**config.mk**
```make
export PLATFORM = sky130hd
export DESIGN_NAME = acl2_sample_line_formatter
export DESIGN_NICKNAME = d
export VERILOG_FILES = /design/src/rtl/acl2_fmt_pkg.sv /design/src/rtl/acl2_fmt_char_sel.sv /design/src/rtl/acl2_sample_line_formatter.sv
export SDC_FILE = /design/constraint.sdc
export NUM_CORES = 1
export LEC_CHECK = 0
export CELL_PAD_IN_SITES_DETAIL_PLACEMENT = 2
export CELL_PAD_IN_SITES_GLOBAL_PLACEMENT = 2
export CORE_AREA = 2 2 145 147
export DETAILED_ROUTE_END_ITERATION = 10
export DIE_AREA = 0 0 147 149
export PLACE_DENSITY_LB_ADDON = 0.1
export SKIP_CTS_REPAIR_TIMING = 1
export SLEW_MARGIN = 0
export SYNTH_ARGS = -nofsm -noshare
export SYNTH_HDL_FRONTEND = slang
export SYNTH_SLANG_ARGS = --single-unit
```
**constraint.sdc**
```tcl
create_clock -name i_clk_20mhz -period 3.1 [get_ports i_clk_20mhz]
set_input_delay 0.465 -clock i_clk_20mhz [delete_from_list [all_inputs] [get_ports i_clk_20mhz]]
set_output_delay 0.465 -clock i_clk_20mhz [all_outputs]
set_load 0.05 [all_outputs]
```
**src/rtl/acl2_fmt_pkg.sv**
```systemverilog
// acl2_fmt_pkg
// Shared types and constants for the ACL2 sample line formatter.
// Configuration macro: ACL2_FMT_TEMP_EN. When it is defined, the temperature
// word is printed and lines are 29 characters long. When it is undefined,
// lines are 22 characters long and no temperature storage exists.
package acl2_fmt_pkg;

  // Eight-byte measurement vector delivered by the PMOD ACL2 driver.
  typedef logic [63:0] t_pmod_acl2_reg_8;

  typedef enum logic {
    ST_IDLE = 1'b0,
    ST_EMIT = 1'b1
  } t_acl2_fmt_state;

`ifdef ACL2_FMT_TEMP_EN
  localparam int c_fmt_line_len = 29;
`else
  localparam int c_fmt_line_len = 22;
`endif
  localparam int c_fmt_char_idx_bits = 5;

  localparam logic [7:0] c_ascii_x  = 8'h58;
  localparam logic [7:0] c_ascii_y  = 8'h59;
  localparam logic [7:0] c_ascii_z  = 8'h5A;
  localparam logic [7:0] c_ascii_t  = 8'h54;
  localparam logic [7:0] c_ascii_eq = 8'h3D;
  localparam logic [7:0] c_ascii_sp = 8'h20;
  localparam logic [7:0] c_ascii_cr = 8'h0D;
  localparam logic [7:0] c_ascii_lf = 8'h0A;

  // Sample as stored by the formatter: words already assembled high:low.
  typedef struct packed {
    logic [15:0] x;
    logic [15:0] y;
    logic [15:0] z;
`ifdef ACL2_FMT_TEMP_EN
    logic [15:0] t;
`endif
  } t_acl2_fmt_sample;

  // 4-bit value to uppercase ASCII hex digit.
  function automatic logic [7:0] fmt_hex(input logic [3:0] n);
    if (n < 4'd10) return 8'h30 + {4'h0, n};
    else           return 8'h37 + {4'h0, n};
  endfunction

endpackage

```
**src/rtl/acl2_fmt_char_sel.sv**
```systemverilog
// acl2_fmt_char_sel
// Purely combinational character generator: maps a character index within the
// text line and the active sample to the ASCII byte at that position.
// Configuration macro: ACL2_FMT_TEMP_EN (adds the " T=hhhh" field).
// Ports:
//   char_idx  - position in the line (0 .. c_fmt_line_len-1)
//   sample    - active sample words
//   char_byte - ASCII character at char_idx (space for out-of-range indices)
module acl2_fmt_char_sel
  import acl2_fmt_pkg::*;
(
  input  logic [c_fmt_char_idx_bits-1:0] char_idx,
  input  t_acl2_fmt_sample               sample,
  output logic [7:0]                     char_byte
);

  always_comb begin
    char_byte = c_ascii_sp;
    case (char_idx)
      5'd0:  char_byte = c_ascii_x;
      5'd1:  char_byte = c_ascii_eq;
      5'd2:  char_byte = fmt_hex(sample.x[15:12]);
      5'd3:  char_byte = fmt_hex(sample.x[11:8]);
      5'd4:  char_byte = fmt_hex(sample.x[7:4]);
      5'd5:  char_byte = fmt_hex(sample.x[3:0]);
      5'd7:  char_byte = c_ascii_y;
      5'd8:  char_byte = c_ascii_eq;
      5'd9:  char_byte = fmt_hex(sample.y[15:12]);
      5'd10: char_byte = fmt_hex(sample.y[11:8]);
      5'd11: char_byte = fmt_hex(sample.y[7:4]);
      5'd12: char_byte = fmt_hex(sample.y[3:0]);
      5'd14: char_byte = c_ascii_z;
      5'd15: char_byte = c_ascii_eq;
      5'd16: char_byte = fmt_hex(sample.z[15:12]);
      5'd17: char_byte = fmt_hex(sample.z[11:8]);
      5'd18: char_byte = fmt_hex(sample.z[7:4]);
      5'd19: char_byte = fmt_hex(sample.z[3:0]);
`ifdef ACL2_FMT_TEMP_EN
      5'd21: char_byte = c_ascii_t;
      5'd22: char_byte = c_ascii_eq;
      5'd23: char_byte = fmt_hex(sample.t[15:12]);
      5'd24: char_byte = fmt_hex(sample.t[11:8]);
      5'd25: char_byte = fmt_hex(sample.t[7:4]);
      5'd26: char_byte = fmt_hex(sample.t[3:0]);
      5'd27: char_byte = c_ascii_cr;
      5'd28: char_byte = c_ascii_lf;
`else
      5'd20: char_byte = c_ascii_cr;
      5'd21: char_byte = c_ascii_lf;
`endif
      default: char_byte = c_ascii_sp;
    endcase
  end

endmodule

```
**src/rtl/acl2_sample_line_formatter.sv**
```systemverilog
// acl2_sample_line_formatter
// Latches ACL2 measurement samples and prints each as one uppercase-hex text
// line "X=hhhh Y=hhhh Z=hhhh[ T=hhhh]" CR LF over a valid/ready byte stream.
// One sample can wait in a pending buffer while a line is in flight; samples
// that get overwritten or discarded are counted in o_drop_count (saturating).
// Configuration macro: ACL2_FMT_TEMP_EN (temperature field, 29-char lines).
// Handshake: a byte moves when o_tx_valid & i_tx_ready at a rising edge;
// o_tx_valid never drops and o_tx_byte never changes until that happens.
// Ports:
//   i_clk_20mhz, i_rstn_20mhz - clock, async active-low reset
//   i_data_3axis_temp         - {XL,XH,YL,YH,ZL,ZH,TL,TH}
//   i_data_valid              - one-cycle sample strobe
//   o_tx_byte, o_tx_valid     - ASCII byte stream out
//   i_tx_ready                - sink ready
//   o_busy                    - high while a line is being emitted
//   o_drop_count              - discarded samples, saturates at 8'hFF
module acl2_sample_line_formatter
  import acl2_fmt_pkg::*;
(
  input  logic             i_clk_20mhz,
  input  logic             i_rstn_20mhz,
  input  t_pmod_acl2_reg_8 i_data_3axis_temp,
  input  logic             i_data_valid,
  output logic [7:0]       o_tx_byte,
  output logic             o_tx_valid,
  input  logic             i_tx_ready,
  output logic             o_busy,
  output logic [7:0]       o_drop_count
);

  localparam logic [c_fmt_char_idx_bits-1:0] c_last_idx =
    c_fmt_char_idx_bits'(c_fmt_line_len - 1);

  t_acl2_fmt_state                state;
  logic [c_fmt_char_idx_bits-1:0] char_idx;
  t_acl2_fmt_sample               active;
  t_acl2_fmt_sample               pending;
  logic                           pend_full;
  t_acl2_fmt_sample               in_sample;
  logic [7:0]                     next_char;
  logic                           xfer;
  logic                           last_xfer;
  logic                           drop_event;

  // Reassemble the byte vector into high:low words.
  assign in_sample.x = i_data_3axis_temp[55:40] == 16'h0 ? {i_data_3axis_temp[55:48], i_data_3axis_temp[63:56]}
                                                          : {i_data_3axis_temp[55:48], i_data_3axis_temp[63:56]};
  assign in_sample.y = {i_data_3axis_temp[39:32], i_data_3axis_temp[47:40]};
  assign in_sample.z = {i_data_3axis_temp[23:16], i_data_3axis_temp[31:24]};
`ifdef ACL2_FMT_TEMP_EN
  assign in_sample.t = {i_data_3axis_temp[7:0], i_data_3axis_temp[15:8]};
`else
  logic unused_temp_bytes;
  assign unused_temp_bytes = ^i_data_3axis_temp[15:0];
`endif

  assign xfer      = o_tx_valid & i_tx_ready;
  assign last_xfer = xfer & (char_idx == c_last_idx);
  // Any strobe during a line while pending already holds a sample loses one
  // sample: either the old pending (overwritten) or it is discarded at LF.
  assign drop_event = (state == ST_EMIT) & i_data_valid & pend_full;

  // Look one character ahead so the registered output is ready after a transfer.
  acl2_fmt_char_sel u_char_sel (
    .char_idx  (char_idx + 1'b1),
    .sample    (active),
    .char_byte (next_char)
  );

  always_ff @(posedge i_clk_20mhz or negedge i_rstn_20mhz) begin
    if (!i_rstn_20mhz) begin
      state      <= ST_IDLE;
      char_idx   <= '0;
      active     <= '0;
      pending    <= '0;
      pend_full  <= 1'b0;
      o_tx_byte  <= 8'h00;
      o_tx_valid <= 1'b0;
      o_busy     <= 1'b0;
    end else begin
      case (state)
        ST_IDLE: begin
          if (i_data_valid) begin
            active     <= in_sample;
            char_idx   <= '0;
            o_tx_byte  <= c_ascii_x;
            o_tx_valid <= 1'b1;
            o_busy     <= 1'b1;
            state      <= ST_EMIT;
          end
        end
        ST_EMIT: begin
          if (last_xfer) begin
            if (i_data_valid) begin
              active    <= in_sample;
              pend_full <= 1'b0;
              char_idx  <= '0;
              o_tx_byte <= c_ascii_x;
            end else if (pend_full) begin
              active    <= pending;
              pend_full <= 1'b0;
              char_idx  <= '0;
              o_tx_byte <= c_ascii_x;
            end else begin
              o_tx_valid <= 1'b0;
              o_busy     <= 1'b0;
              state      <= ST_IDLE;
            end
          end else begin
            if (xfer) begin
              char_idx  <= char_idx + 1'b1;
              o_tx_byte <= next_char;
            end
            if (i_data_valid) begin
              pending   <= in_sample;
              pend_full <= 1'b1;
            end
          end
        end
        default: state <= ST_IDLE;
      endcase
    end
  end

  always_ff @(posedge i_clk_20mhz or negedge i_rstn_20mhz) begin
    if (!i_rstn_20mhz) begin
      o_drop_count <= 8'h00;
    end else if (drop_event && (o_drop_count != 8'hFF)) begin
      o_drop_count <= o_drop_count + 8'd1;
    end
  end

endmodule

```
==> results of run 1 <==
## stage by stage
stage / setup WS, ns / hold slack (ns) / instances
floorplan: 0.917 / 0.169 / 747
global placement: 0.431 / 0.471 / 1080
detailed placement: 0.325 / 0.476 / 1080
CTS: 0.290 / 0.163 / 1111
global route: 0.0454 / 0.195 / 1111
finish: 0.241 / 0.140 / 1111
## power groups by stage
stage	Clock [mW]	Combinational, mW	Sequential, mW
2_1_floorplan	0	1.12	2.25
3_3_place_gp	0	2.17	2.03
3_5_place_dp	0	2.25	2.06
4_1_cts	1.91	2.26	2.04
5_1_grt	1.98	2.45	2.08
6_report	1.86	2.25	2.04
## logic make-up after synthesis
group	after synthesis	synth area share
compound gates	207	0.179
simple gates	203	0.134
flops	119	0.426
mux	98	0.149
buf+inv	76	0.0452
xor+xnor	22	0.0297
fa+ha+maj	21	0.0375
other cells	1	0.000536
## layout by cell type (no fill, tap or decap), types with 4 or more instances in the layout
cell type | Yosys | routed
nor3_1 | 16 | 16
nand2_1 | 95 | 94
o21ai_0 | 90 | 90
nand2b_1 | 11 | 11
a22o_1 | 5 | 5
a22oi_1 | 5 | 5
buf_4 | 4 | 29
a21oi_1 | 41 | 41
clkinvlp_4 | 0 | 4
a31oi_1 | 6 | 6
and2_1 | 7 | 7
mux2_2 | 48 | 48
inv_6 | 0 | 6
a21boi_0 | 4 | 4
xnor2_1 | 17 | 17
clkbuf_16 | 0 | 17
o22ai_1 | 12 | 12
inv_1 | 36 | 36
mux2i_1 | 50 | 50
nand4_1 | 7 | 7
dfrtp_1 | 119 | 119
a211oi_1 | 7 | 7
ha_1 | 21 | 21
nand3_1 | 22 | 21
nor2_1 | 27 | 27
clkdlybuf4s50_1 | 0 | 67
## routing by layer
metal	up-vias	global-route usage
li1	2837	-
met1	3051	0.285
met2	87	0.362
met3	20	0.0272
met4	0	0.0688
met5	-	0
## sequential cells by signal, summed over array words and instances (netlist names)
name and count:
active 48, pending 48, o_drop_count 8, o_tx_byte 7, char_idx 5, o_busy 1
pend_full 1, state 1
## how the worst max path moves through the flow
stage	to	slack [ns]	cells past startpoint
floorplan	pending[26]	0.92	9
global placement	o_tx_byte[5]	0.43	9
detailed placement	o_tx_byte[5]	0.32	9
CTS	o_tx_byte[5]	0.29	9
global route	o_tx_byte[5]	0.05	9
finish	o_tx_byte[5]	0.24	9
## final cells by class
cell class | count | area (um2) | share of cell area
Clock buffer | 17 | 425 | 0.0492
Clock inverter | 14 | 115 | 0.0133
Inverter | 36 | 135 | 0.0156
Multi-Input combinational cell | 552 | 3720 | 0.430
Sequential cell | 119 | 2980 | 0.344
Tap cell | 275 | 344 | 0.0398
Timing Repair Buffer | 98 | 928 | 0.107
==> flow_metrics.tcl, run 1 <==
set metrics [dict create \
    p_leak_nw 3.60 \
    crit_path_end_kind "flop" \
    grtUsageTotal 0.213 \
    worstHoldPathType "input pin to async pin" \
    io_buffers 68 \
    viasPerCell 5.40 \
    grt_max_degree 65 \
    path_delay_family "simple AND/OR/NAND/NOR gates" \
    r2r_start "char_idx[0]" \
    syn_area_per_cell_um2 9.37 \
    die_w_um 147 \
    finalInstanceArea_um2 8650 \
    grt_pass1_wl_um 36800 \
    crit_path_cell_trace "inv_1 -> ha_1 -> nand2_1 -> mux2i_1 -> o21ai_0 -> and3_1 -> nand4_1 -> nor4b_1 -> o21ai_1" \
    fp-row-count 53 \
    cts_buffer_depth 2 \
    pwr-share-clk 0.302 \
    yosysTopAreaCell "dfrtp_1" \
    area_delta_synth_final_pct 23.6 \
    drv_cap 0 \
    slew-limit-headroom 0.439 \
    num_vias 5995 \
    synth_edf_count 0 \
    required_ns 3.39 \
    yosysSeqAreaShare 0.426 \
    power.total_mw 6.15 \
    drt_first_iter_violations 281 \
    critPathLaunch "char_idx[0]" \
    synth.distinct_cells 60 \
    wl_per_cell_um 20.0 \
    cts_tree "built" \
    dp_hpwl_um 16700 \
    cts_buffers 17 \
    yosysWarningCount 0 \
    ys_async_sr_fraction 1.00 \
    io_pins 86 \
    netlist.area_leader.share 0.426 \
    die_h_um 149 \
    switching_share 0.397 \
    switchingPower_mw 2.44 \
    first_pass_iters 4 \
    worstSkewPairLatency_ns 0.42 \
    path_clk_slew_ns 0.06 \
    p_comb_frac 0.366 \
    synth.net_count 836 \
    critPathLaunchType "flop" \
    dieArea_um2 21900 \
    critical_path_class "flop to flop" \
    crit_fanout 12 \
    drt_wl_total_um 22300 \
    cpMaxStageDelayCell "ha_1" \
    mappedNetlistArea_um2 7000 \
    routed.top_layer "met4" \
    fin_crit_ns 2.86 \
    core_area_um2 20600 \
    peakVddDrop_mv 0.381 \
    fin_crit_sh 0.922 \
    setup_violations 0 \
    grt_pass1_vias 6706 \
    htree_num_levels 4 \
    rsz0062_at_grt "no" \
    p_int_mw 3.71 \
    reg2reg_depth 9 \
    fill_cells 2217 \
    drive_above_1_share 0.146 \
    postSynthCellCount 747 \
    worst-path-buf-inv 1 \
    status "complete, no violations" \
    dr_wl_met2_um 11100 \
    initial_core_util 0.340 \
    drc 0 \
    setup_tns_ns 0 \
    dr_wl_met3_um 628 \
    arrival_ns 3.15 \
    reg2reg_to "o_tx_byte[5]" \
    fin_skew_ns 0.0103 \
    placed_cell_area_um2 8110 \
    maxSlewViolCount 0 \
    fin_util 0.421 \
    cts_root_buf "clkbuf_16" \
    worst_pin_slew_ns 0.842 \
    diodes 0 \
    place_congestion 0.880 \
    p_seq_frac 0.331 \
    cts_sinks 119 \
    ant_nets 0 \
    yosys-top-cells-area "dfrtp_1 (43%), mux2_2 (7.7%), mux2i_1 (7.2%)" \
    yosys_most_used_dff "dfrtp_1" \
    r2r_setup_slack_ns 0.24 \
    power_density_nw_per_um2 711 \
    synth-seq-cells 119 \
    synth.top_cells.by_count "dfrtp_1 (119), nand2_1 (95), o21ai_0 (90), mux2i_1 (50), mux2_2 (48)" \
    post-synth-top-count-cell "dfrtp_1" \
    antenna_found_initial 0 \
    slowest_delay_ns 0.50 \
    wl_met1_um 10200 \
    final_nets 913 \
    fmax_ghz 0.350 \
    final_hold_viol_count 0 \
    grt.overflow.total 0 \
]
Power figures use the tool's default switching activity.
==> run 2: changes to the inputs <==
--- a/config.mk
+++ b/config.mk
@@ -7,9 +7,9 @@
 export LEC_CHECK = 0
 export CELL_PAD_IN_SITES_DETAIL_PLACEMENT = 2
 export CELL_PAD_IN_SITES_GLOBAL_PLACEMENT = 2
-export CORE_AREA = 2 2 145 147
+export CORE_AREA = 2 2 151 153
 export DETAILED_ROUTE_END_ITERATION = 10
-export DIE_AREA = 0 0 147 149
+export DIE_AREA = 0 0 153 155
 export PLACE_DENSITY_LB_ADDON = 0.1
 export SKIP_CTS_REPAIR_TIMING = 1
 export SLEW_MARGIN = 0
==> constraint.sdc (replaced) <==
create_clock -name i_clk_20mhz -period 2.45 [get_ports i_clk_20mhz]
set_input_delay 0.3675 -clock i_clk_20mhz [delete_from_list [all_inputs] [get_ports i_clk_20mhz]]
set_output_delay 0.3675 -clock i_clk_20mhz [all_outputs]
set_load 0.05 [all_outputs]
==> flow_metrics.tcl, run 2 (synthesis results as in run 1) <==
set metrics [dict create \
    cts_sinks 119 \
    status "complete, no violations" \
    area_delta_synth_final_pct 35.3 \
    antenna_found_initial 0 \
    required_ns 2.74 \
    cts_buffers 17 \
    final_hold_viol_count 0 \
    critical_path_class "flop to flop" \
    core_area_um2 22200 \
    fmax_ghz 0.414 \
    place_congestion 0.872 \
    setup_violations 0 \
    crit_path_cell_trace "ha_2 -> and3_4 -> xnor2_4 -> and2_4 -> a222oi_1 -> o2111ai_1 -> nor4b_4 -> buf_4 -> o21ai_1" \
    slowest_delay_ns 0.40 \
    drt_wl_total_um 24000 \
    maxSlewViolCount 0 \
    ant_nets 0 \
    io_pins 86 \
    place.detailed.instances 1144 \
    drc 0 \
    first_pass_iters 4 \
    cts_tree "built" \
    fill_cells 2370 \
    fp-row-count 55 \
    fin_skew_ns 0.0134 \
    multi_input_area_um2 3990 \
    num_vias 6187 \
    worstHoldPathType "input pin to async pin" \
    crit_fanout 4 \
    worstSkewPairLatency_ns 0.43 \
    dieArea_um2 23700 \
    drive_above_1_share 0.239 \
    grtUsageTotal 0.206 \
    final_common_cell "dfrtp_1" \
    diodes 0 \
    arrival_ns 2.71 \
    htree_num_levels 4 \
    fin_crit_ns 2.42 \
    fin_crit_sh 0.987 \
    grt_pass1_wl_um 38900 \
    die_w_um 153 \
    grt.overflow.total 0 \
    cpMaxStageDelayCell "dfrtp_1" \
    wl_per_cell_um 20.4 \
    die_h_um 155 \
    cts_buffer_depth 2 \
    slew-limit-headroom 0.574 \
    drt_first_iter_violations 249 \
    area.sequential_um2 2980 \
    p_leak_nw 3.96 \
    io_buffers 68 \
    initial_core_util 0.315 \
    peakVddDrop_mv 0.566 \
    power_density_nw_per_um2 920 \
    viasPerCell 5.24 \
    power.total_mw 8.71 \
    grt_pass1_vias 7006 \
    grt_max_degree 73 \
    cts_root_buf "clkbuf_16" \
    fin_util 0.426 \
    path_clk_slew_ns 0.06 \
    final_nets 971 \
    top_regs "active: 48 flops, pending: 48 flops, o_drop_count: 8 flops" \
    critPathLaunchType "flop" \
    final_cells 1180 \
    drv_cap 0 \
    dp_hpwl_um 18000 \
    layout_common_cells "dfrtp_1 (117), nand2_1 (93), o21ai_0 (88), buf_4 (77), clkdlybuf4s50_1 (67)" \
    worst_pin_slew_ns 0.640 \
    setup_tns_ns 0 \
    crit_path_end_kind "flop" \
]
[run 2: path summary, 6_finish.rpt]
path	start	endpoint	slack, ns	depth (start not counted)
worst max register to register	char_idx[1]	o_tx_byte[5]	0.03	9
worst min register to register	o_drop_count[7]	o_drop_count[7]	0.49	1
worst min-delay path	i_rstn_20mhz	state	0.29	2
min in group i_clk_20mhz	o_drop_count[7]	o_drop_count[7]	0.49	1
worst max-delay path	char_idx[1]	o_tx_byte[5]	0.03	9
max in group asynchronous	i_rstn_20mhz	char_idx[4]	1.33	3
[run 2: metal layers]
metal / global-route usage / vias to the layer above / share of wire
met5: 0 / - / 0
met1: 0.271 / 3107 / 0.46
met4: 0.0511 / 0 / 0.018
met3: 0.0368 / 23 / 0.026
met2: 0.352 / 96 / 0.50
li1: - / 2961 / -
[run 2: power by group]
part | switching (mW) | total, mW | leakage [nW] | internal [mW]
Combinational | 2.01 | 3.69 | 2.22 | 1.68
Clock | 1.07 | 2.43 | 0.273 | 1.36
Sequential | 0.326 | 2.59 | 1.47 | 2.26
[run 2: through the flow]
step	setup slack, ns	instance area (um2)	hold WS [ns]
detailed placement	-0.278	8550	0.177
CTS	-0.297	9110	-0.281
global route	-0.0801	9470	0.288
floorplan	0.267	7000	0.0719
finish	0.0325	9470	0.289
global placement	-0.196	8550	0.179
[run 2: layout make-up]
| type | count | share of cell area |
|---|---|---|
| inverter | 36 | 0.0143 |
| timing repair buffer | 156 | 0.152 |
| tap | 285 | 0.0377 |
| clock inverter | 14 | 0.0132 |
| multi-input combinational | 552 | 0.422 |
| clock buffer | 18 | 0.0464 |
| sequential | 119 | 0.315 |
[run 2: worst max-delay path, delay by kind of cell, from the launching register on]
| family | cells | cell delay [ns] |
|---|---|---|
| DFF | 1 | 0.40 |
| AOI/OAI and AO/OA | 3 | 0.66 |
| adders and majority gates | 1 | 0.20 |
| xor gates and xnor gates | 1 | 0.18 |
| buffers and inverters | 1 | 0.15 |
| and+or+nand+nor | 3 | 0.69 |
